==> config.mk <==
export PLATFORM = sky130hd
export DESIGN_NAME = sync_fifo_param_flat
export DESIGN_NICKNAME = d
export VERILOG_FILES = /design/src/rtl/sync_fifo_param_if.sv /design/src/rtl/sync_fifo_param.sv /design/src/flat_wrapper.sv
export SDC_FILE = /design/constraint.sdc
export NUM_CORES = 1
export LEC_CHECK = 0
export ABC_AREA = 1
export ABC_CLOCK_PERIOD_IN_PS = 3870
export CAP_MARGIN = 20
export CORE_MARGIN = 2
export CORE_UTILIZATION = 65
export DETAILED_ROUTE_END_ITERATION = 16
export PLACE_DENSITY = 0.94
export SETUP_SLACK_MARGIN = 0.05
export SLEW_MARGIN = 20
export SYNTH_ARGS = -nofsm -noshare
export SYNTH_HDL_FRONTEND = slang
export SYNTH_SLANG_ARGS = --single-unit
==> constraint.sdc <==
create_clock -name clk -period 3.87 [get_ports clk]
set_input_delay 0.387 -clock clk [delete_from_list [all_inputs] [get_ports clk]]
set_output_delay 0.387 -clock clk [all_outputs]
set_load 0.005 [all_outputs]
==> src/rtl/sync_fifo_param_if.sv <==
// Handshake/status bundle for sync_fifo_param: write/read requests, read data and occupancy flags.
// The master modport drives requests; the slave modport is the FIFO itself.
interface sync_fifo_param_if #(
  parameter int WIDTH = 8,
  parameter int DEPTH = 16
);
  localparam int CW = $clog2(DEPTH + 1);

  logic             flush;
  logic             wr_enb;
  logic [WIDTH-1:0] wr_data;
  logic             rd_enb;
  logic [WIDTH-1:0] rd_data;
  logic             rd_valid;
  logic             full;
  logic             empty;
  logic             half;
  logic             almost_full;
  logic             almost_empty;
  logic             overflow;
  logic             underflow;
  logic [CW-1:0]    count;

  modport master (
    output flush, wr_enb, wr_data, rd_enb,
    input  rd_data, rd_valid, full, empty, half, almost_full, almost_empty,
           overflow, underflow, count
  );

  modport slave (
    input  flush, wr_enb, wr_data, rd_enb,
    output rd_data, rd_valid, full, empty, half, almost_full, almost_empty,
           overflow, underflow, count
  );
endinterface

==> src/rtl/sync_fifo_param.sv <==
// Single-clock FIFO of arbitrary DEPTH with thresholds, occupancy count, flush and error pulses.
// Define FIFO_FWFT_EN for first-word-fall-through reads; default is registered 1-cycle read.
module sync_fifo_param #(
  parameter int WIDTH    = 8,
  parameter int DEPTH    = 16,
  parameter int AF_LEVEL = 14,
  parameter int AE_LEVEL = 2
) (
  input  logic                  clk,
  input  logic                  rstn,
  sync_fifo_param_if.slave      bus
);
  localparam int CW = $clog2(DEPTH + 1);
  localparam int PW = (DEPTH > 1) ? $clog2(DEPTH) : 1;

  localparam logic [CW-1:0] DEPTH_C = CW'(DEPTH);
  localparam logic [CW-1:0] HALF_C  = CW'(DEPTH / 2);
  localparam logic [CW-1:0] AF_C    = CW'(AF_LEVEL);
  localparam logic [CW-1:0] AE_C    = CW'(AE_LEVEL);

  logic [WIDTH-1:0] mem [DEPTH];

  logic [PW-1:0] wr_ptr_reg;
  logic [PW-1:0] rd_ptr_reg;
  logic [CW-1:0] count_reg;
  logic          overflow_reg;
  logic          underflow_reg;
`ifndef FIFO_FWFT_EN
  logic [WIDTH-1:0] rd_data_reg;
  logic             rd_valid_reg;
`endif

  logic is_full;
  logic is_empty;
  logic rd_accepted;
  logic wr_accepted;

  // Explicit wrap so non-power-of-2 depths never index past the last entry
  function automatic logic [PW-1:0] next_ptr(input logic [PW-1:0] p);
    return (p == PW'(DEPTH - 1)) ? '0 : p + PW'(1);
  endfunction

  assign is_full     = (count_reg == DEPTH_C);
  assign is_empty    = (count_reg == '0);
  assign rd_accepted = bus.rd_enb && !is_empty;
  // A pop in the same cycle frees the slot, so a full FIFO can still take a write
  assign wr_accepted = bus.wr_enb && (!is_full || rd_accepted);

  always_ff @(posedge clk) begin
    if (!rstn && !bus.flush && wr_accepted) begin
      mem[wr_ptr_reg] <= bus.wr_data;
    end
  end

  always_ff @(posedge clk or posedge rstn) begin
    if (rstn) begin
      wr_ptr_reg    <= '0;
      rd_ptr_reg    <= '0;
      count_reg     <= '0;
      overflow_reg  <= 1'b0;
      underflow_reg <= 1'b0;
    end else if (bus.flush) begin
      wr_ptr_reg    <= '0;
      rd_ptr_reg    <= '0;
      count_reg     <= '0;
      overflow_reg  <= 1'b0;
      underflow_reg <= 1'b0;
    end else begin
      if (wr_accepted) wr_ptr_reg <= next_ptr(wr_ptr_reg);
      if (rd_accepted) rd_ptr_reg <= next_ptr(rd_ptr_reg);
      case ({wr_accepted, rd_accepted})
        2'b10:   count_reg <= count_reg + CW'(1);
        2'b01:   count_reg <= count_reg - CW'(1);
        default: count_reg <= count_reg;
      endcase
      overflow_reg  <= bus.wr_enb && !wr_accepted;
      underflow_reg <= bus.rd_enb && !rd_accepted;
    end
  end

`ifdef FIFO_FWFT_EN
  // Head word is shown combinationally; zero while empty so reset/flush read back as 0
  assign bus.rd_data  = is_empty ? '0 : mem[rd_ptr_reg];
  assign bus.rd_valid = !is_empty;
`else
  always_ff @(posedge clk or posedge rstn) begin
    if (rstn) begin
      rd_data_reg  <= '0;
      rd_valid_reg <= 1'b0;
    end else if (bus.flush) begin
      rd_valid_reg <= 1'b0;
    end else begin
      rd_valid_reg <= rd_accepted;
      if (rd_accepted) rd_data_reg <= mem[rd_ptr_reg];
    end
  end

  assign bus.rd_data  = rd_data_reg;
  assign bus.rd_valid = rd_valid_reg;
`endif

  assign bus.count        = count_reg;
  assign bus.full         = is_full;
  assign bus.empty        = is_empty;
  assign bus.half         = (count_reg >= HALF_C);
  assign bus.almost_full  = (count_reg >= AF_C);
  assign bus.almost_empty = (count_reg <= AE_C);
  assign bus.overflow     = overflow_reg;
  assign bus.underflow    = underflow_reg;
endmodule

==> src/flat_wrapper.sv <==
// flat-port wrapper written by rule: the top's interface ports become plain ports
module sync_fifo_param_flat 
#(
  parameter int WIDTH    = 8,
  parameter int DEPTH    = 16,
  parameter int AF_LEVEL = 14,
  parameter int AE_LEVEL = 2
)
  (clk, rstn, bus_flush, bus_wr_enb, bus_wr_data, bus_rd_enb, bus_rd_data, bus_rd_valid, bus_full, bus_empty, bus_half, bus_almost_full, bus_almost_empty, bus_overflow, bus_underflow, bus_count);
  sync_fifo_param_if #(.WIDTH(WIDTH), .DEPTH(DEPTH)) bus_i ();
  input  logic clk;
  input  logic rstn;
  input wire logic [$bits(bus_i.flush)-1:0] bus_flush;
  input wire logic [$bits(bus_i.wr_enb)-1:0] bus_wr_enb;
  input wire logic [$bits(bus_i.wr_data)-1:0] bus_wr_data;
  input wire logic [$bits(bus_i.rd_enb)-1:0] bus_rd_enb;
  output wire logic [$bits(bus_i.rd_data)-1:0] bus_rd_data;
  output wire logic [$bits(bus_i.rd_valid)-1:0] bus_rd_valid;
  output wire logic [$bits(bus_i.full)-1:0] bus_full;
  output wire logic [$bits(bus_i.empty)-1:0] bus_empty;
  output wire logic [$bits(bus_i.half)-1:0] bus_half;
  output wire logic [$bits(bus_i.almost_full)-1:0] bus_almost_full;
  output wire logic [$bits(bus_i.almost_empty)-1:0] bus_almost_empty;
  output wire logic [$bits(bus_i.overflow)-1:0] bus_overflow;
  output wire logic [$bits(bus_i.underflow)-1:0] bus_underflow;
  output wire logic [$bits(bus_i.count)-1:0] bus_count;
  assign bus_i.flush = bus_flush;
  assign bus_i.wr_enb = bus_wr_enb;
  assign bus_i.wr_data = bus_wr_data;
  assign bus_i.rd_enb = bus_rd_enb;
  assign bus_rd_data = bus_i.rd_data;
  assign bus_rd_valid = bus_i.rd_valid;
  assign bus_full = bus_i.full;
  assign bus_empty = bus_i.empty;
  assign bus_half = bus_i.half;
  assign bus_almost_full = bus_i.almost_full;
  assign bus_almost_empty = bus_i.almost_empty;
  assign bus_overflow = bus_i.overflow;
  assign bus_underflow = bus_i.underflow;
  assign bus_count = bus_i.count;
  sync_fifo_param #(.WIDTH(WIDTH), .DEPTH(DEPTH), .AF_LEVEL(AF_LEVEL), .AE_LEVEL(AE_LEVEL)) u_core (.clk(clk), .rstn(rstn), .bus(bus_i));
endmodule
==> flow_summary.yaml, run 1 <==
clock_network:
  clkTransAtPathRegs_ns: 0.06
  cts_tree: "done"
  clock-root-buffer: "clkbuf_8"
  htreeDepth: 4
  hold_buffers: 0
  clockBufferDepth: 2
  cts_inserted_buffers: 17
  clock_sinks: 152
  clk_latency_ns: 0.53
  cts_resized: 0
  post_cts_buffers: 0
synth:
  yosysUniqueCellTypes: 33
  synth-seq-area-share_pct: 64.9
  syn_nets: 706
  netlist_instances: 684
  synthDominantCellAreaShare_pct: 56.1
  synth_area_leaders: "edfxtp_1 56%, nand2_1 14%, dfrtp_1 8.8%, nand3_1 6.6%, inv_1 4.6%"
  avgSynthCellArea_um2: 10.0
  ys_ff_latch: 152
  synth_area_leader_cell: "edfxtp_1"
  yosysWarnings: 0
  syn_area_um2: 6850
global_routing:
  grt_use_total_pct: 30.4
  grt_max_degree: 68
  antenna_found_initial: 0
  grt_pass1_vias: 5093
  grt_pass1_wl_um: 25400
  grt_overflow: 0
finish:
  register_area_um2: 4450
  fin_nets: 746
  largest_reg_flops: 128
  multi_input_area_um2: 1910
  final_common_cell: "nand2_1"
  fillers: 596
  stdcell_count: 873
  fin_area_um2: 7850
  drive_above_1_share_pct: 8.96
  antenna_cells: 0
  syn_to_final_growth_pct: 14.5
  layout_common_cells: "253 x nand2_1, 128 x edfxtp_1, 90 x nand3_1"
sta:
  slew_viol_final: 0
  fin_skew_ns: 0.00636
  tightest_slew_ns: 1.06
  fin_crit_ns: 2.43
  slew_headroom_pct: 28.8
  max_freq_mhz: 412
  setup_tns_ns: 0
  hold_viol_final: 0
  grt_setup_unrepaired: "no"
  setup_violations: 0
  period_share_pct: 62.7
min_path:
  hp-class: "input pin to asynchronous set/reset pin"
placed_design:
  routabilityCongestion: 0.965
  portBuffers: 33
  dp_cells: 840
  placed_area_um2: 7300
  dp.final_hpwl_um: 10100
detailed_routing:
  via_count: 5172
  drc: 0
  via_per_inst: 5.92
  drt_iter0_drc: 764
  wirelength_um: 16300
  ant_nets: 0
  wl_per_cell_um: 18.6
  dr.pass1.iters: 6
floorplan:
  start_util_pct: 66.6
  die_h_um: 107
  num_rows: 37
  die_area_um2: 11400
  ios: 34
  coreArea_um2: 10300
  die_w_um: 107
power:
  leakagePower_uw: 0.00339
  design_power_total_uw: 4870
  peakVddDrop_v: 0.000501
  power_density_nw_per_um2: 621
critical_path:
  cp_data_arrival_time_ns: 2.89
  cp_max_fo: 21
  end_kind: "flop"
  crit_type: "flop to flop"
  cp.required_ns: 4.33
  startpoint_type: "flop"
run_status:
  status: "finished, final reports clean"
job:
  cap_violations: 0
critical path, stage by stage, from the launching register on:
cell,delay (ns)
dfrtp_1,0.81
clkinv_1,0.73
nand3_1,0.41
nand3_1,0.12
nand2_1,0.11
nand2_1,0.08
nand2_1,0.09
cell usage after synthesis (all sizes together):
cell type and number:
nand2 258, edfxtp 128, nand3 93, inv 90, dfrtp 24, buf 23, nor3 20, nor2 10
ha 8, o21ai 8, a21oi 4, clkbuf 4, o22ai 3, xnor2 3, clkinv 2, nand4 2
a211oi 1, a21o 1, a31o 1, fa 1
final cells by class:
type,instances,share of cell area (%)
well taps,136,2.17
clock inverters,13,1.37
inverters,92,4.45
clock buffers,19,5.37
multi-input cells,413,24.4
flip-flops and latches,152,56.7
repair buffers,48,5.61
cells by family (layout without fill, tap and decap cells):
family	count (synthesis)	in the layout	share of synthesized area, %
buffers and inverters	119	172	7.29
adder cells (fa/ha/maj)	9	9	1.75
XOR/XNOR	3	3	0.384
flip-flops	152	152	64.9
AND/OR/NAND/NOR	383	383	24.2
AO/OA/AOI/OAI	18	18	1.50
metrics by stage:
stage / hold WS, ns / setup WS (ns) / utilization (%)
floorplan: 0.434 / 1.63 / -
global placement: 0.466 / 1.33 / 71.1
detailed placement: 0.471 / 1.16 / 71.1
CTS: 0.365 / 1.49 / 76.2
global route: 0.390 / 1.38 / 76.3
finish: 0.368 / 1.44 / 76.3
routing by layer:
metal  track usage [%]  vias to the layer above  routed length (um)
li1                  -                     2307                   -
met4              18.0                        0                1000
met3              7.72                       91                1450
met1              36.4                     2399                5790
met2              50.0                      375                8020
met5                 0                        -                   0
final timing paths:
kind / slack [ns] / to / cells after the start / from
worst max-delay path: 1.44 / u_core.bus.rd_data[5] / 6 / u_core.rd_ptr_reg[2]
worst min-delay path: 0.37 / u_core.bus.count[3] / 3 / rstn
worst max register to register: 1.44 / u_core.bus.rd_data[5] / 6 / u_core.rd_ptr_reg[2]
worst min register to register: 0.48 / u_core.bus.rd_data[1] / 2 / u_core.bus.rd_data[1]
max in group asynchronous: 3.23 / u_core.rd_ptr_reg[0] / 3 / rstn
min in group clk: 0.48 / u_core.bus.rd_data[1] / 2 / u_core.bus.rd_data[1]
report_power, final:
part / internal [uW] / switching (uW)
sequential: 1860 / 80.0
combinational: 506 / 956
clock: 844 / 624
total: 3210 / 1660
(Power assumes the default switching activity.)
==> run 2, diff against run 1 <==
- ABC_CLOCK_PERIOD_IN_PS: 3870 -> 2150
- CORE_UTILIZATION: 65 -> 54
- PLACE_DENSITY: 0.94 -> 0.85
- clock period: 3.87 -> 2.15 ns (I/O delays scaled with it)
==> run 2 against run 1 <==
  * First-iteration DRC count down 18%
  * Die area up 20%
  * Sequential power up 79%
  * Routed wire length up 1.5%
  * Clock skew down 0.0010 ns
  * Total power up 93%
  * Largest cell class unchanged
  * Largest power group unchanged
==> flow_summary.yaml, run 2 (synthesis gave the netlist of run 1 again) <==
run_status:
  status: "finished, final reports clean"
power:
  combinationalPowerShare_pct: 30.7
  pwr-share-seq_pct: 36.8
  swShare_pct: 33.1
  internal-power_uw: 6300
  power_density_nw_per_um2: 1140
  peakVddDrop_v: 0.000839
  leakagePower_uw: 0.00358
  p_clk_share_pct: 32.5
  power_switching_uw: 3110
detailed_routing:
  wl_met3_um: 1260
  via_count: 5146
  wl_per_cell_um: 17.7
  dr_wl_met2_um: 8590
  drt-met1-wl_um: 6030
  dr.pass1.iters: 8
  wirelength_um: 16500
  drt_iter0_drc: 625
  top_layer: "met4"
  via_per_inst: 5.51
  drc: 0
  ant_nets: 0
floorplan:
  die_h_um: 117
  num_rows: 41
  start_util_pct: 54.7
  coreArea_um2: 12500
  die_w_um: 117
  die_area_um2: 13600
  ios: 34
global_routing:
  grt_overflow: 0
  grt_pass1_vias: 5153
  grt_max_degree: 43
  grt_use_total_pct: 25.7
  grt_pass1_wl_um: 25500
  antenna_found_initial: 0
clock_network:
  htreeDepth: 4
  cts_inserted_buffers: 17
  clock_sinks: 152
  hold_buffers: 0
  clock-root-buffer: "clkbuf_16"
  clk_latency_ns: 0.42
  clkTransAtPathRegs_ns: 0.06
  cts_tree: "done"
  clockBufferDepth: 2
placed_design:
  placed_area_um2: 7560
  routabilityCongestion: 0.930
  portBuffers: 33
  dp.final_hpwl_um: 10600
sta:
  fin_crit_ns: 2.05
  period_share_pct: 95.2
  tightest_slew_ns: 0.507
  slew_viol_final: 0
  slew_headroom_pct: 66.0
  grt_setup_unrepaired: "no"
  fin_skew_ns: 0.00533
  setup_violations: 0
  max_freq_mhz: 489
  setup_tns_ns: 0
  hold_viol_final: 0
critical_path:
  crit_top_cell: "nor2_4"
  startpoint_type: "flop"
  end_kind: "output port"
  slowest_stage: "clkdlybuf4s50_1"
  crit_type: "flop to output port"
  worst_path_largest_cell_delay_ns: 0.52
  cp_max_fo: 6
  cp_data_arrival_time_ns: 1.83
  cp.required_ns: 1.93
  path_cells: "buf_4, nor2_4, nand2_2, nor2_4, clkdlybuf4s50_1"
job:
  cap_violations: 0
finish:
  syn_to_final_growth_pct: 20.2
  register_area_um2: 4450
  fin_nets: 771
  final_common_cell: "nand2_1"
  largest_reg_flops: 128
  drive_above_1_share_pct: 13.0
  fillers: 850
  fin_area_um2: 8230
  multi_input_area_um2: 1950
  antenna_cells: 0
  layout_common_cells: "253 x nand2_1, 128 x edfxtp_1, 89 x nand3_1"
min_path:
  hp-class: "input pin to asynchronous set/reset pin"
## run 2: cell types whose count changed in the layout (fill, tap and decap cells not counted), sizes merged
| cell | before | now |
|---|---|---|
| buf | 14 | 40 |
| bufinv | 1 | 3 |
| clkbuf | 20 | 17 |
| clkdlybuf4s50 | 33 | 32 |
| clkinv | 10 | 6 |
| clkinvlp | 6 | 1 |
| dlymetal6s2s | 0 | 1 |
| inv | 88 | 97 |
## run 2: power by group through the flow
stage | registers, uW | clock network [uW] | logic [uW]
global placement | 3510 | 0 | 2560
detailed placement | 3520 | 0 | 2690
finish | 3470 | 3060 | 2890
CTS | 3460 | 3080 | 2740
global route | 3490 | 3210 | 3140
floorplan | 3530 | 0 | 1660
## run 2: routing by layer
layer  vias to the layer above  global-route usage [%]
li1                       2365                       -
met1                      2421                    29.9
met2                       303                    44.6
met3                        57                    5.19
met4                         0                    14.9
met5                         -                       0
## run 2: worst max-delay path, delay by kind of cell (launching register included)
kind	cells	cell delay [ns]
buffers and inverters	2	0.70
flip-flops	1	0.38
AND/OR/NAND/NOR	3	0.34
## run 2: per-stage QoR
stage	power [uW]	std cells	util [%]	hold slack (ns)	setup WS, ns
detailed placement	6200	901	60.4	0.469	-0.0442
global route	9840	934	65.8	0.317	0.0342
finish	9420	934	65.8	0.283	0.103
floorplan	5180	684	-	0.262	0.0787
global placement	6070	901	60.4	0.470	0.136
CTS	9280	933	65.4	0.293	0.0522
## run 2: worst paths after layout
kind                                       startpoint                     to  slack [ns]  cells after the start
worst min-delay path                             rstn   u_core.wr_ptr_reg[2]        0.28                      3
worst min register to register  u_core.bus.rd_data[6]  u_core.bus.rd_data[6]        0.49                      2
max in group asynchronous                        rstn    u_core.bus.count[4]        1.61                      3
worst max-delay path              u_core.bus.count[2]               bus_full        0.10                      5
worst max register to register    u_core.bus.count[4]    u_core.bus.count[3]        0.18                     11
min in group clk                u_core.bus.rd_data[6]  u_core.bus.rd_data[6]        0.49                      2
## run 2: final cells by class
class	instances	area share (%)
tap	172	2.61
multi-input combinational	413	23.7
clock inverter	15	2.29
timing repair buffer	73	7.99
inverter	92	4.22
clock buffer	17	5.17
sequential	152	54.0
## run 2: what timing repair did
action | 4_1_cts | 5_1_grt
buffers inserted | 0 | 1
hold endpoints to repair | 0 | 0
pin swaps | 0 | 1
setup endpoints to repair | 3 | 4
gates resized for setup | 2 | 7
